[config.mk]
export PLATFORM = sky130hd
export DESIGN_NAME = seg7_scan_driver
export DESIGN_NICKNAME = d
export VERILOG_FILES = /design/src/rtl/seg7_pkg.sv /design/src/rtl/seg7_hex_decoder.sv /design/src/rtl/seg7_scan_driver.sv
export SDC_FILE = /design/constraint.sdc
export NUM_CORES = 1
export LEC_CHECK = 0
export ABC_AREA = 1
export BUFFER_PORTS_ARGS = -buffer_cell sky130_fd_sc_hd__buf_2
export CAP_MARGIN = 30
export CORE_MARGIN = 4
export CORE_UTILIZATION = 60
export DETAILED_ROUTE_END_ITERATION = 12
export GPL_ROUTABILITY_DRIVEN = 0
export GPL_TIMING_DRIVEN = 0
export PLACE_DENSITY_LB_ADDON = 0.1
export SETUP_SLACK_MARGIN = 0.05
export SLEW_MARGIN = 40
export SYNTH_ARGS = -nofsm -noshare
export SYNTH_HDL_FRONTEND = slang
export SYNTH_SLANG_ARGS = --single-unit
[constraint.sdc]
create_clock -name clk -period 12.1 [get_ports clk]
set_clock_uncertainty 0.1 [all_clocks]
set_input_delay 1.815 -clock clk [delete_from_list [all_inputs] [get_ports clk]]
set_output_delay 1.815 -clock clk [all_outputs]
set_load 0.01 [all_outputs]
[src/rtl/seg7_pkg.sv]
// seg7_pkg
// Shared definitions for the 7-segment scan driver:
//   - bit positions of the a..g segments and the dot inside an abcdefgh byte
//   - 16-entry hex-to-abcdefg table (active-high, a in the MSB)
//   - seg7_decode(): table lookup for one hex nibble
package seg7_pkg;

  // Segment ordering inside the 8-bit abcdefgh bus: bit7=a ... bit1=g, bit0=h.
  localparam int seg_bit_a = 7;
  localparam int seg_bit_g = 1;
  localparam int seg_bit_h = 0;

  typedef logic [6:0] seg7_t;

  // Active-high abcdefg patterns for hex digits 0..F (b and d in lower case).
  localparam seg7_t seg7_table [16] = '{
    7'b1111110,  // 0
    7'b0110000,  // 1
    7'b1101101,  // 2
    7'b1111001,  // 3
    7'b0110011,  // 4
    7'b1011011,  // 5
    7'b1011111,  // 6
    7'b1110000,  // 7
    7'b1111111,  // 8
    7'b1111011,  // 9
    7'b1110111,  // A
    7'b0011111,  // b
    7'b1001110,  // C
    7'b0111101,  // d
    7'b1001111,  // E
    7'b1000111   // F
  };

  function automatic seg7_t seg7_decode(input logic [3:0] nibble);
    return seg7_table[nibble];
  endfunction

endpackage

[src/rtl/seg7_hex_decoder.sv]
// seg7_hex_decoder
// Combinational hex digit + dot to active-high abcdefgh pattern.
// Ports:
//   nibble   in  4  hex value to show
//   dot      in  1  dot (h segment) enable
//   abcdefgh out 8  active-high segments, bit7=a ... bit1=g, bit0=h
module seg7_hex_decoder
  import seg7_pkg::*;
(
  input  logic [3:0] nibble,
  input  logic       dot,
  output logic [7:0] abcdefgh
);

  // Place the decoded a..g pattern and the dot into their bus positions.
  always_comb begin
    abcdefgh                      = 8'h00;
    abcdefgh[seg_bit_a:seg_bit_g] = seg7_decode(nibble);
    abcdefgh[seg_bit_h]           = dot;
  end

endmodule

[src/rtl/seg7_scan_driver.sv]
// seg7_scan_driver
// Time-multiplexed driver for a common-segment 7-segment display. The
// packed hex value and dot mask are captured into shadow registers once per
// full scan, so a frame never mixes old and new digits. Each digit slot
// starts with a short all-off gap to suppress ghosting; leading zeros can
// optionally be blanked. Outputs are registered (one cycle behind cnt/idx).
// Ports:
//   clk      in  1          system clock
//   rst      in  1          synchronous active-high reset
//   number   in  w_digit*4  hex value, nibble i -> digit i (digit 0 = LSD)
//   dots     in  w_digit    per-digit dot enable
//   abcdefgh out 8          segments, bit7=a ... bit1=g, bit0=h
//   digit    out w_digit    digit select, one-hot when active
module seg7_scan_driver
  import seg7_pkg::*;
#(
  parameter int clk_mhz             = 50,
  parameter int w_digit             = 8,
  parameter int digit_period        = clk_mhz * 1000,
  parameter int blank_cycles        = digit_period / 16,
  parameter int blank_leading_zeros = 0,
  parameter int seg_active_low      = 1,
  parameter int digit_active_low    = 1
) (
  input  logic                 clk,
  input  logic                 rst,
  input  logic [w_digit*4-1:0] number,
  input  logic [w_digit-1:0]   dots,
  output logic [7:0]           abcdefgh,
  output logic [w_digit-1:0]   digit
);

  localparam int cnt_w = (digit_period > 1) ? $clog2(digit_period) : 1;
  localparam int idx_w = (w_digit > 1) ? $clog2(w_digit) : 1;

  localparam logic [cnt_w-1:0] cnt_last  = cnt_w'(digit_period - 1);
  localparam logic [cnt_w-1:0] cnt_one   = cnt_w'(1);
  localparam logic [cnt_w-1:0] blank_lim = cnt_w'(blank_cycles);
  localparam logic [idx_w-1:0] idx_last  = idx_w'(w_digit - 1);
  localparam logic [idx_w-1:0] idx_one   = idx_w'(1);

  localparam logic              lz_en     = (blank_leading_zeros != 0);
  // XOR masks: all-ones flips an active-high pattern to active-low.
  localparam logic [7:0]         seg_off   = (seg_active_low != 0) ? 8'hFF : 8'h00;
  localparam logic [w_digit-1:0] digit_off = (digit_active_low != 0) ?
                                             {w_digit{1'b1}} : {w_digit{1'b0}};

  logic [cnt_w-1:0]     cnt_q, cnt_d;
  logic [idx_w-1:0]     idx_q, idx_d;
  logic [w_digit*4-1:0] num_s_q, num_s_d;
  logic [w_digit-1:0]   dots_s_q, dots_s_d;
  logic [w_digit-1:0]   digit_q, digit_d;
  logic [7:0]           abcdefgh_q, abcdefgh_d;

  logic                 cnt_wrap;
  logic                 frame_end;
  logic [w_digit-1:0]   sel_oh;
  logic [3:0]           nib_mux;
  logic                 dot_mux;
  logic                 lz_blank;
  logic                 in_blank;
  logic [7:0]           seg_dec;

  // Slot counter, digit index and end-of-frame shadow capture.
  always_comb begin
    cnt_wrap  = (cnt_q == cnt_last);
    frame_end = cnt_wrap && (idx_q == idx_last);

    if (cnt_wrap) begin
      cnt_d = {cnt_w{1'b0}};
    end else begin
      cnt_d = cnt_q + cnt_one;
    end

    if (cnt_wrap) begin
      if (idx_q == idx_last) begin
        idx_d = {idx_w{1'b0}};
      end else begin
        idx_d = idx_q + idx_one;
      end
    end else begin
      idx_d = idx_q;
    end

    // Inputs are only sampled between frames so a scan is always consistent.
    if (frame_end) begin
      num_s_d  = number;
      dots_s_d = dots;
    end else begin
      num_s_d  = num_s_q;
      dots_s_d = dots_s_q;
    end
  end

  // One-hot decode of the current digit index.
  always_comb begin
    sel_oh = {w_digit{1'b0}};
    for (int i = 0; i < w_digit; i++) begin
      sel_oh[i] = (idx_q == idx_w'(i));
    end
  end

  // Select the shown nibble/dot and decide leading-zero blanking.
  // zero_acc walks from the top digit down, so at digit i it is set only
  // when nibbles i..w_digit-1 are all zero.
  always_comb begin
    logic zero_acc;
    zero_acc = 1'b1;
    nib_mux  = 4'h0;
    dot_mux  = 1'b0;
    lz_blank = 1'b0;
    for (int i = w_digit - 1; i >= 0; i--) begin
      zero_acc = zero_acc & (num_s_q[i*4 +: 4] == 4'h0);
      nib_mux  = nib_mux | ({4{sel_oh[i]}} & num_s_q[i*4 +: 4]);
      dot_mux  = dot_mux | (sel_oh[i] & dots_s_q[i]);
      // Digit 0 always shows; a lit dot keeps a zero digit visible.
      lz_blank = lz_blank | (sel_oh[i] & zero_acc & ~dots_s_q[i] & (i != 0));
    end
    lz_blank = lz_blank & lz_en;
  end

  seg7_hex_decoder u_dec (
    .nibble   (nib_mux),
    .dot      (dot_mux),
    .abcdefgh (seg_dec)
  );

  // Output pattern for the next cycle, polarity applied by XOR mask.
  always_comb begin
    in_blank = (cnt_q < blank_lim);
    if (in_blank || lz_blank) begin
      digit_d    = digit_off;
      abcdefgh_d = seg_off;
    end else begin
      digit_d    = sel_oh ^ digit_off;
      abcdefgh_d = seg_dec ^ seg_off;
    end
  end

  // State and output registers; reset also samples the inputs.
  always_ff @(posedge clk) begin
    if (rst) begin
      cnt_q      <= {cnt_w{1'b0}};
      idx_q      <= {idx_w{1'b0}};
      num_s_q    <= number;
      dots_s_q   <= dots;
      digit_q    <= digit_off;
      abcdefgh_q <= seg_off;
    end else begin
      cnt_q      <= cnt_d;
      idx_q      <= idx_d;
      num_s_q    <= num_s_d;
      dots_s_q   <= dots_s_d;
      digit_q    <= digit_d;
      abcdefgh_q <= abcdefgh_d;
    end
  end

  assign abcdefgh = abcdefgh_q;
  assign digit    = digit_q;

endmodule
==> results_dict.tcl <==
set metrics [dict create \
    syn_area_per_cell_um2 9.17 \
    tightest_slew_ns 0.390 \
    wl_per_cell_um 12.7 \
    drc 0 \
    min_from "cnt_q[13]$_SDFF_PP0_" \
    cpMaxStageDelayCell "dfxtp_1" \
    switching_share_pct 22.5 \
    met1_length_um 2870 \
    drtIter0Drc 170 \
    max_stage_delay_ns 0.32 \
    whs_ns 0.397 \
    gr-usage-all-layers_pct 20.6 \
    crit_buf_inv 1 \
    antenna_found_initial 0 \
    grt_pass1_vias 2359 \
    p_sw_mw 0.106 \
    numPortBuffers 57 \
    peakVddDrop_uv 99.1 \
    slew_violations 0 \
    path_cells "buf_2" \
    syn_nets 423 \
    worstPathMaxFanout 1 \
    fin_crit_ns 2.69 \
    num_antenna_cells 0 \
    cp.required_ns 10.18 \
    synthCells 367 \
    dr_wl_met3_um 413 \
    rsz0062_at_grt "no" \
    seq_power_share_pct 59.2 \
    viasPerCell 4.97 \
    pre_cts_slack_ns 9.21 \
    drive_above_1_share_pct 23.8 \
    final_cell_mix "nand2_1, buf_2, edfxtp_1, nor2_1, inv_1" \
    die_w_um 82.9 \
    numClockSinks 75 \
    relSlewSlack_pct 73.9 \
    final_nets 493 \
    dp_hpwl_um 4920 \
    root_buffer "clkbuf_8" \
    placed_cells 498 \
    clock_latency_ns 0.34 \
    syn_to_final_growth_pct 17.4 \
    synth_area_um2 3370 \
    synth_cell_types 32 \
    hold_violations 0 \
    hold_class "reg2reg" \
    clk_path_buf_depth 2 \
    rows 27 \
    power_frac_clock_pct 35.7 \
    cp_top_family "flip-flops" \
    synth.yosys.seq_area_share_pct 56.5 \
    start_util_pct 61.5 \
    grt_max_degree 20 \
    intPower_mw 0.367 \
    wl_um 6510 \
    arrival_ns 0.78 \
    power_frac_comb_pct 5.2 \
    final_common_cell "nand2_1" \
    core_um2 5470 \
    cts_tree "yes" \
    drt_pre_antenna_iters 4 \
    worstSetupStartpointType "register" \
    clock.fmax_ghz 0.372 \
    detail-route-antenna-nets 0 \
    p_leak_nw 1.69 \
    power_density_nw_per_um2 120 \
    die_h_um 82.9 \
    numCtsBuffers 9 \
    cts_hold_buf 0 \
    overflow 0 \
    grt_pass1_wl_um 11100 \
    cts-resized-gates 0 \
    maxCapViolCount 0 \
    fin_tns_setup_ns 0 \
    path_clk_slew_ns 0.08 \
    dr.max_layer_used "met4" \
    status "completed" \
    setup_violations 0 \
    ios 58 \
    synth-seq-cells 75 \
    post-cts-setup-buffers 0 \
    die_area_um2 6870 \
    fin_cells 514 \
    cts_htree_levels 3 \
    via_count 2557 \
    final_util_pct 72.2 \
    rr_startpoint "idx_q[2]$_SDFFE_PP0N_" \
    wl_met2_um 3130 \
    yosys_warnings 0 \
    min_period_over_period_pct 22.2 \
    end_kind "output port" \
    critPathKind "reg2out" \
    critPathLaunch "abcdefgh[6]$_SDFF_PP1_" \
    setup_slack_ns 9.41 \
]
-- worst paths after layout --
| path | endpoint | slack, ns | cells past startpoint |
|---|---|---|---|
| hold reg to reg | cnt_q[13]$_SDFF_PP0_ | 0.40 | 2 |
| setup / recovery | abcdefgh[6] | 9.41 | 1 |
| hold / removal | cnt_q[13]$_SDFF_PP0_ | 0.40 | 2 |
| setup reg to reg | abcdefgh[6]$_SDFF_PP1_ | 9.65 | 14 |
-- metrics by stage --
| stage | power, mW | cell area [um^2] |
|---|---|---|
| after floorplan | 0.299 | 3370 |
| after global placement | 0.309 | 3740 |
| after detailed placement | 0.310 | 3780 |
| after CTS | 0.475 | 3950 |
| after global routing | 0.495 | 3950 |
| final | 0.473 | 3950 |
-- routing by layer --
metal,vias to the layer above,GRT usage [%]
li1,1327,-
met1,1147,26.8
met2,75,33.0
met3,8,5.46
met4,0,7.73
met5,-,0
-- cells in the mapped netlist, drive strengths merged --
| library cell | instances | area [um^2] |
|---|---|---|
| nand2 | 104 | 410 |
| nand4 | 5 | 31.3 |
| inv | 45 | 169 |
| or3 | 1 | 6.26 |
| nor3 | 5 | 25.0 |
| nor3b | 2 | 20.0 |
| nor4 | 1 | 6.26 |
| nand3 | 39 | 218 |
| edfxtp | 40 | 1200 |
| or2 | 3 | 18.8 |
| ha | 14 | 175 |
| a21oi | 13 | 65.1 |
| buf | 4 | 31.3 |
| dfxtp | 35 | 701 |
| nor2 | 47 | 228 |
| a22o | 1 | 8.76 |
| o21ai | 5 | 25.0 |
| xnor2 | 1 | 8.76 |
| xor2 | 2 | 17.5 |
-- cell type report --
cell class | count | area [um^2]
timing repair buffer | 59 | 315
inverter | 45 | 169
sequential | 75 | 1900
buffer | 4 | 31.3
clock buffer | 11 | 141
multi-input combinational | 243 | 1270
fill | 444 | 1520
clock inverter | 5 | 28.8
tap | 72 | 90.1
-- logic make-up after synthesis --
family | share of synthesized area (%)
compound gates | 2.94
xor+xnor | 0.781
fa+ha+maj | 5.20
buf+inv | 5.95
flops | 56.5
simple gates | 28.6
-- registers in the layout (all words and copies together) (netlist names) --
name and cells:
idx_q 3, abcdefgh 8, cnt_q 16, num_s_q 32
dots_s_q 8, digit 8
-- power by group through the flow --
| stage | Combinational, mW | Sequential [mW] | Clock, mW |
|---|---|---|---|
| finish | 0.0245 | 0.280 | 0.169 |
| global route | 0.0276 | 0.281 | 0.187 |
| CTS | 0.0245 | 0.280 | 0.171 |
| detailed placement | 0.0243 | 0.286 | 0 |
| global placement | 0.0223 | 0.286 | 0 |
| floorplan | 0.0130 | 0.286 | 0 |
Power figures use the tool's default switching activity.
